File: src/rtl/pong_ball_ctrl_if.sv
// Signal bundle between the pong game sequencer and its surroundings.
// The master side supplies the serve request and the cell positions of the ball and paddles.
// The slave side (the sequencer) returns the ball steering and the score state.
interface pong_ball_ctrl_if #(
  parameter int THETA_WIDTH = 6
);

  logic                   serve;
  logic [3:0]             ball_x;
  logic [3:0]             ball_y;
  logic [3:0]             paddle_l;
  logic [3:0]             paddle_r;

  logic                   ball_reset;
  logic [THETA_WIDTH-1:0] theta;
  logic signed [4:0]      speed;
  logic [3:0]             score_l;
  logic [3:0]             score_r;
  logic                   game_over;

  modport master (
    output serve, ball_x, ball_y, paddle_l, paddle_r,
    input  ball_reset, theta, speed, score_l, score_r, game_over
  );

  modport slave (
    input  serve, ball_x, ball_y, paddle_l, paddle_r,
    output ball_reset, theta, speed, score_l, score_r, game_over
  );

endinterface

File: src/rtl/pong_ball_ctrl.sv
// Pong game sequencer.
// Each game tick it inspects the ball and paddle cells and decides wall bounces, paddle hits and misses.
// It steers the ball datapath through heading, speed and recentre, and runs the serve/play/score/game-over flow.
// All outputs are registered, so a decision taken in cycle N is visible in cycle N+1.
module pong_ball_ctrl #(
  parameter int THETA_WIDTH = 6,
  parameter int SPEED_INIT  = 4,
  parameter int SPEED_MAX   = 15,
  parameter int PADDLE_H    = 3,
  parameter int SERVE_ANGLE = 4,
  parameter int SCORE_HOLD  = 500,
  parameter int WIN_SCORE   = 9
) (
  input  logic            clk,
  input  logic            reset,
  pong_ball_ctrl_if.slave bus
);

  typedef enum logic [2:0] {
    ST_IDLE,
    ST_SERVE,
    ST_PLAY,
    ST_SCORE,
    ST_GAMEOVER
  } state_e;

  typedef enum logic {
    DIR_RIGHT,
    DIR_LEFT
  } dir_e;

  localparam int HOLD_W = (SCORE_HOLD > 1) ? $clog2(SCORE_HOLD) : 1;

  localparam logic [HOLD_W-1:0]      HOLD_LAST   = HOLD_W'(SCORE_HOLD - 1);
  localparam logic [THETA_WIDTH-1:0] QTR_TURN    = THETA_WIDTH'(1 << (THETA_WIDTH - 2));
  localparam logic [THETA_WIDTH-1:0] HALF_TURN   = THETA_WIDTH'(1 << (THETA_WIDTH - 1));
  localparam logic [THETA_WIDTH-1:0] THREE_QTR   = THETA_WIDTH'(3 << (THETA_WIDTH - 2));
  localparam logic [THETA_WIDTH-1:0] SERVE_RIGHT = THETA_WIDTH'(SERVE_ANGLE);
  localparam logic [THETA_WIDTH-1:0] SERVE_LEFT  = HALF_TURN - SERVE_RIGHT;
  localparam logic signed [4:0]      SPEED_START = 5'(SPEED_INIT);
  localparam logic signed [4:0]      SPEED_CEIL  = 5'(SPEED_MAX);
  localparam logic [4:0]             PAD_EXTENT  = 5'(PADDLE_H - 1);
  localparam logic [3:0]             WIN_POINTS  = 4'(WIN_SCORE);
  localparam logic [3:0]             LAST_CELL   = 4'd15;

  state_e                 state_q,      state_d;
  dir_e                   next_dir_q,   next_dir_d;
  logic                   x_lock_q,     x_lock_d;
  logic                   y_lock_q,     y_lock_d;
  logic [HOLD_W-1:0]      hold_cnt_q,   hold_cnt_d;
  logic                   ball_reset_q, ball_reset_d;
  logic [THETA_WIDTH-1:0] theta_q,      theta_d;
  logic signed [4:0]      speed_q,      speed_d;
  logic [3:0]             score_l_q,    score_l_d;
  logic [3:0]             score_r_q,    score_r_d;
  logic                   game_over_q,  game_over_d;

  // Heading quadrant decode; exact verticals/horizontals belong to neither side.
  logic moving_right, moving_left, moving_down, moving_up;
  assign moving_right = (theta_q < QTR_TURN) || (theta_q > THREE_QTR);
  assign moving_left  = (theta_q > QTR_TURN) && (theta_q < THREE_QTR);
  assign moving_down  = (theta_q != '0) && (theta_q < HALF_TURN);
  assign moving_up    = (theta_q > HALF_TURN);

  logic on_x_edge, on_y_edge;
  assign on_x_edge = (bus.ball_x == 4'd0) || (bus.ball_x == LAST_CELL);
  assign on_y_edge = (bus.ball_y == 4'd0) || (bus.ball_y == LAST_CELL);

  // Paddle span on the column the ball sits in, clipped to the bottom row.
  logic [3:0] pad_top, pad_bot;
  logic [4:0] pad_bot_raw;
  logic       in_span;
  assign pad_top     = (bus.ball_x == 4'd0) ? bus.paddle_l : bus.paddle_r;
  assign pad_bot_raw = {1'b0, pad_top} + PAD_EXTENT;
  assign pad_bot     = (pad_bot_raw > {1'b0, LAST_CELL}) ? LAST_CELL : pad_bot_raw[3:0];
  assign in_span     = (bus.ball_y >= pad_top) && (bus.ball_y <= pad_bot);

  logic edge_l, edge_r, pad_hit, miss, wall_hit;
  assign edge_l   = !x_lock_q && (bus.ball_x == 4'd0) && moving_left;
  assign edge_r   = !x_lock_q && (bus.ball_x == LAST_CELL) && moving_right;
  assign pad_hit  = (edge_l || edge_r) && in_span;
  assign miss     = (edge_l || edge_r) && !in_span;
  assign wall_hit = !y_lock_q &&
                    (((bus.ball_y == 4'd0) && moving_up) || ((bus.ball_y == LAST_CELL) && moving_down));

  logic signed [4:0] speed_inc;
  logic [3:0]        score_l_inc, score_r_inc;
  assign speed_inc   = (speed_q < SPEED_CEIL) ? speed_q + 5'sd1 : speed_q;
  assign score_l_inc = score_l_q + 4'd1;
  assign score_r_inc = score_r_q + 4'd1;

  // Next-state and next-output logic for the game flow.
  always_comb begin
    // NOTE: every _d gets a default before the case, so no path leaves a signal unassigned and no latch is inferred.
    state_d      = state_q;
    next_dir_d   = next_dir_q;
    x_lock_d     = x_lock_q;
    y_lock_d     = y_lock_q;
    hold_cnt_d   = hold_cnt_q;
    ball_reset_d = ball_reset_q;
    theta_d      = theta_q;
    speed_d      = speed_q;
    score_l_d    = score_l_q;
    score_r_d    = score_r_q;
    game_over_d  = game_over_q;

    unique case (state_q)
      ST_IDLE: begin
        ball_reset_d = 1'b1;
        speed_d      = '0;
        if (bus.serve) state_d = ST_SERVE;
      end

      ST_SERVE: begin
        theta_d      = (next_dir_q == DIR_RIGHT) ? SERVE_RIGHT : SERVE_LEFT;
        speed_d      = SPEED_START;
        ball_reset_d = 1'b0;
        x_lock_d     = 1'b0;
        y_lock_d     = 1'b0;
        state_d      = ST_PLAY;
      end

      ST_PLAY: begin
        // Locks only hold while the ball still sits on the cell that set them.
        x_lock_d = x_lock_q && on_x_edge;
        y_lock_d = y_lock_q && on_y_edge;
        if (miss) begin
          // A miss outranks a same-cycle wall bounce; heading is left alone.
          ball_reset_d = 1'b1;
          speed_d      = '0;
          hold_cnt_d   = '0;
          if (edge_l) begin
            score_r_d   = score_r_inc;
            next_dir_d  = DIR_RIGHT;
            game_over_d = (score_r_inc == WIN_POINTS);
          end else begin
            score_l_d   = score_l_inc;
            next_dir_d  = DIR_LEFT;
            game_over_d = (score_l_inc == WIN_POINTS);
          end
          state_d = game_over_d ? ST_GAMEOVER : ST_SCORE;
        end else if (wall_hit && pad_hit) begin
          theta_d  = HALF_TURN + theta_q;
          speed_d  = speed_inc;
          x_lock_d = 1'b1;
          y_lock_d = 1'b1;
        end else if (wall_hit) begin
          theta_d  = '0 - theta_q;
          y_lock_d = 1'b1;
        end else if (pad_hit) begin
          theta_d  = HALF_TURN - theta_q;
          speed_d  = speed_inc;
          x_lock_d = 1'b1;
        end
      end

      ST_SCORE: begin
        ball_reset_d = 1'b1;
        speed_d      = '0;
        if (hold_cnt_q == HOLD_LAST) begin
          state_d = ST_IDLE;
        end else begin
          hold_cnt_d = hold_cnt_q + 1'b1;
        end
      end

      ST_GAMEOVER: begin
        ball_reset_d = 1'b1;
        speed_d      = '0;
        game_over_d  = 1'b1;
        if (bus.serve) begin
          score_l_d   = '0;
          score_r_d   = '0;
          game_over_d = 1'b0;
          next_dir_d  = DIR_RIGHT;
          state_d     = ST_SERVE;
        end
      end

      default: state_d = ST_IDLE;
    endcase
  end

  // State and output registers with synchronous reset.
  always_ff @(posedge clk) begin
    // NOTE: non-blocking assignments here so every flop samples the pre-edge value of every other flop.
    if (reset) begin
      state_q      <= ST_IDLE;
      next_dir_q   <= DIR_RIGHT;
      x_lock_q     <= 1'b0;
      y_lock_q     <= 1'b0;
      hold_cnt_q   <= '0;
      ball_reset_q <= 1'b1;
      theta_q      <= SERVE_RIGHT;
      speed_q      <= '0;
      score_l_q    <= '0;
      score_r_q    <= '0;
      game_over_q  <= 1'b0;
    end else begin
      state_q      <= state_d;
      next_dir_q   <= next_dir_d;
      x_lock_q     <= x_lock_d;
      y_lock_q     <= y_lock_d;
      hold_cnt_q   <= hold_cnt_d;
      ball_reset_q <= ball_reset_d;
      theta_q      <= theta_d;
      speed_q      <= speed_d;
      score_l_q    <= score_l_d;
      score_r_q    <= score_r_d;
      game_over_q  <= game_over_d;
    end
  end

  assign bus.ball_reset = ball_reset_q;
  assign bus.theta      = theta_q;
  assign bus.speed      = speed_q;
  assign bus.score_l    = score_l_q;
  assign bus.score_r    = score_r_q;
  assign bus.game_over  = game_over_q;

endmodule

File: src/flat_wrapper.sv
// flat-port wrapper written by rule: the top's interface ports become plain ports
module pong_ball_ctrl_flat 
#(
  parameter int THETA_WIDTH = 6,
  parameter int SPEED_INIT  = 4,
  parameter int SPEED_MAX   = 15,
  parameter int PADDLE_H    = 3,
  parameter int SERVE_ANGLE = 4,
  parameter int SCORE_HOLD  = 500,
  parameter int WIN_SCORE   = 9
)
  (clk, reset, bus_serve, bus_ball_x, bus_ball_y, bus_paddle_l, bus_paddle_r, bus_ball_reset, bus_theta, bus_speed, bus_score_l, bus_score_r, bus_game_over);
  pong_ball_ctrl_if #(.THETA_WIDTH(THETA_WIDTH)) bus_i ();
  input  logic clk;
  input  logic reset;
  input wire logic [$bits(bus_i.serve)-1:0] bus_serve;
  input wire logic [$bits(bus_i.ball_x)-1:0] bus_ball_x;
  input wire logic [$bits(bus_i.ball_y)-1:0] bus_ball_y;
  input wire logic [$bits(bus_i.paddle_l)-1:0] bus_paddle_l;
  input wire logic [$bits(bus_i.paddle_r)-1:0] bus_paddle_r;
  output wire logic [$bits(bus_i.ball_reset)-1:0] bus_ball_reset;
  output wire logic [$bits(bus_i.theta)-1:0] bus_theta;
  output wire logic [$bits(bus_i.speed)-1:0] bus_speed;
  output wire logic [$bits(bus_i.score_l)-1:0] bus_score_l;
  output wire logic [$bits(bus_i.score_r)-1:0] bus_score_r;
  output wire logic [$bits(bus_i.game_over)-1:0] bus_game_over;
  assign bus_i.serve = bus_serve;
  assign bus_i.ball_x = bus_ball_x;
  assign bus_i.ball_y = bus_ball_y;
  assign bus_i.paddle_l = bus_paddle_l;
  assign bus_i.paddle_r = bus_paddle_r;
  assign bus_ball_reset = bus_i.ball_reset;
  assign bus_theta = bus_i.theta;
  assign bus_speed = bus_i.speed;
  assign bus_score_l = bus_i.score_l;
  assign bus_score_r = bus_i.score_r;
  assign bus_game_over = bus_i.game_over;
  pong_ball_ctrl #(.THETA_WIDTH(THETA_WIDTH), .SPEED_INIT(SPEED_INIT), .SPEED_MAX(SPEED_MAX), .PADDLE_H(PADDLE_H), .SERVE_ANGLE(SERVE_ANGLE), .SCORE_HOLD(SCORE_HOLD), .WIN_SCORE(WIN_SCORE)) u_core (.clk(clk), .reset(reset), .bus(bus_i));
endmodule
File: config.mk
export PLATFORM = sky130hd
export DESIGN_NAME = pong_ball_ctrl_flat
export DESIGN_NICKNAME = d
export VERILOG_FILES = /design/src/rtl/pong_ball_ctrl_if.sv /design/src/rtl/pong_ball_ctrl.sv /design/src/flat_wrapper.sv
export SDC_FILE = /design/constraint.sdc
export NUM_CORES = 1
export LEC_CHECK = 0
export CORE_MARGIN = 10
export CORE_UTILIZATION = 50
export CTS_CLUSTER_SIZE = 30
export DETAILED_ROUTE_END_ITERATION = 7
export PLACE_DENSITY_LB_ADDON = 0.25
export SYNTH_ARGS = -nofsm -noshare
export SYNTH_HDL_FRONTEND = slang
export SYNTH_SLANG_ARGS = --single-unit
File: constraint.sdc
create_clock -name clk -period 13.8 [get_ports clk]
set_clock_uncertainty 0.15 [all_clocks]
set_input_delay 4.14 -clock clk [delete_from_list [all_inputs] [get_ports clk]]
set_output_delay 4.14 -clock clk [all_outputs]
set_load 0.03 [all_outputs]
==> impl_metrics.env <==
export IMPL_fill_cells=427
export IMPL_grt_max_degree=26
export IMPL_register_area_um2=701
export IMPL_vdd_drop_max_mv=0.0424
export IMPL_drive_gt1_share_pct=4.73
export IMPL_vias_per_cell=6.02
export IMPL_syn_num_nets=339
export IMPL_grt_pass1_wl_mm=10.9
export IMPL_yosysSeqAreaShare_pct=29.2
export IMPL_layout_common_cells="clkdlybuf4s50_1 (38), dfxtp_1 (35), nand2_1 (33)"
export IMPL_crit_type="primary input to register"
export IMPL_setup_violations_final=0
export IMPL_gr_usage_met2_pct=26.7
export IMPL_hold_violations=0
export IMPL_cts_setup_buffers=0
export IMPL_cts_root_buf="clkbuf_8"
export IMPL_dieArea_um2=7970
export IMPL_use_met1_pct=22.2
export IMPL_die_h_um=89.3
export IMPL_die_w_um=89.3
export IMPL_finalCritPeriodShare_pct=62.6
export IMPL_fin_cells=392
export IMPL_synth_ff_latch_count=35
export IMPL_cts_resized_gates=0
export IMPL_start_util_pct=51.1
export IMPL_clock_sinks=35
export IMPL_gr_usage_all_layers_pct=16.7
export IMPL_status="finished, final reports clean"
export IMPL_grt_overflow=0
export IMPL_synth_edf_count=0
export IMPL_design_core_area_um2=4690
export IMPL_dpl_instance_area_um2=2790
export IMPL_syn_inst=305
export IMPL_hold_class="register to register"
export IMPL_required_ns=13.86
export IMPL_synthFlopType="dfxtp_1"
export IMPL_worstSkewPairLatency_ns=0.28
export IMPL_period_needed_ns=8.63
export IMPL_async_flop_share_pct=0
export IMPL_drt_pass1_iter_count=4
export IMPL_yosysWarnings=0
export IMPL_drc=0
export IMPL_ios=40
export IMPL_cts_tree="done"
export IMPL_p_leak_uw=0.00101
export IMPL_clkTransAtPathRegs_ns=0.07
export IMPL_routed_wirelength_mm=6.26
export IMPL_io_buffers=38
export IMPL_dp_cells=384
export IMPL_critPathCaptureType="register"
export IMPL_place_congestion=0.871
export IMPL_finalInstanceArea_um2=2870
export IMPL_clockBufferDepth=2
export IMPL_num_vias=2361
export IMPL_num_antenna_cells=0
export IMPL_finalPower_uw=253
export IMPL_cp_max_fo=15
export IMPL_powerDensity_nw_per_um2=88.1
export IMPL_fmax_mhz=116
export IMPL_multi_input_area_um2=1590
export IMPL_drv_slew=0
export IMPL_antenna_found_initial=0
export IMPL_final_common_cell="clkdlybuf4s50_1"
export IMPL_max_cap_viol_count=0
export IMPL_met3_usage_pct=3.74
export IMPL_wl_per_cell_um=16.0
export IMPL_ant_nets=0
export IMPL_drtIter0Drc=261
export IMPL_start_kind="primary input"
export IMPL_cts_hold_buf=0
export IMPL_cts_buffers=5
export IMPL_finalSetupTns_ns=0
export IMPL_tightest_slew_ns=1.01
export IMPL_slew_headroom_pct=32.4
export IMPL_htreeDepth=2
export IMPL_nNetsFinal=371
export IMPL_grt_pass1_vias=2271
export IMPL_syn_avg_cell_area_um2=7.86
export IMPL_rsz0062_at_grt="false"
export IMPL_grt_busiest_layer="met2"
export IMPL_crit_arrival_ns=8.69
export IMPL_ys_types=57
export IMPL_syn_to_final_growth_pct=19.7
export IMPL_post_dp_hpwl_mm=4.56
export IMPL_rows=25
export IMPL_synth_area_um2=2400
==> path summary, 6_finish.rpt <==
path                      endpoint  cells past startpoint  slack (ns)               from
max          u_core.bus.score_r[3]                     16        5.17      bus_ball_x[0]
min              u_core.next_dir_q                      2        0.35  u_core.next_dir_q
max reg2reg  u_core.bus.score_l[3]                      6       10.80  u_core.state_q[2]
min reg2reg      u_core.next_dir_q                      2        0.35  u_core.next_dir_q
==> kinds of logic (layout without fill, tap and decap cells) <==
| logic type | count (synthesis) | in the layout | share of synthesized area, % |
|---|---|---|---|
| AND/OR/NAND/NOR | 134 | 134 | 28.6 |
| AO/OA/AOI/OAI | 77 | 77 | 22.3 |
| flip-flops | 35 | 35 | 29.2 |
| buffers and inverters | 26 | 59 | 4.59 |
| adder cells (fa/ha/maj) | 16 | 16 | 8.40 |
| XOR/XNOR | 9 | 9 | 3.29 |
| multiplexers | 7 | 7 | 3.44 |
| other | 1 | 1 | 0.156 |
==> layer usage <==
layer / wire (um) / vias to the layer above
met4: 62 / 0
met3: 408 / 6
li1: - / 1192
met1: 2850 / 1095
met5: 0 / -
met2: 2940 / 68
==> state kept, by name (all words and copies together), names as in the netlist <==
name,count
u_core.y_lock_q,1
u_core.state_q,3
u_core.bus.score_r,4
u_core.hold_cnt_q,9
u_core.bus.ball_reset,1
u_core.next_dir_q,1
u_core.bus.score_l,4
u_core.bus.speed,5
u_core.x_lock_q,1
u_core.bus.theta,5
u_core.bus.game_over,1
==> per-stage QoR <==
step	hold slack, ns	util (%)	setup WS (ns)
final	0.345	61.2	5.17
after global routing	0.362	61.2	4.80
after CTS	0.338	61.2	5.17
after detailed placement	0.328	59.4	4.90
after global placement	0.325	59.4	5.04
after floorplan	0.300	-	5.94
==> area by class of cell <==
type                    instances  area share (%)
repair buffers                 39            13.5
well taps                      54            2.35
flip-flops and latches         35            24.4
clock buffers                   7            2.66
multi-input cells             244            55.3
clock inverters                 1           0.174
inverters                      12            1.57
==> Yosys cell counts (6+ instances only) <==
master    count  area (um^2)
ha_1         15          188
nand2b_1      7         43.8
nor2b_1       6         37.5
nor4_1        6         37.5
a21oi_1      17         85.1
nor3_1       10         50.1
nand3_1      11         55.1
clkbuf_1     11         41.3
dfxtp_1      35          701
nor2_1       29          109
xor2_1        7         61.3
nand2_1      33          124
inv_1        12         45.0
nand4_1       9         56.3
mux2i_1       6         60.1
o21ai_0      13         65.1
==> critical path: stages <==
cell and delay, ns:
clkdlybuf4s50_1 0.43, or4_4 0.62, mux2i_1 0.41, inv_1 0.09
ha_1 0.22, xnor2_1 0.21, a31o_2 0.20, nor2_1 0.04
ha_1 0.30, nor2b_1 0.13, o21a_1 0.16, o21a_1 0.16
o21a_1 0.25, o21ai_1 0.82, a21boi_0 0.29, o211ai_1 0.22
==> power by group <==
part	total [uW]	internal, uW	switching (uW)	leakage, uW
Combinational	68.0	27.7	40.4	0.000682
Sequential	112	105	7.16	0.000283
Clock	73.1	35.5	37.6	0.0000422
Note: power is estimated with default switching activity, not from simulation.
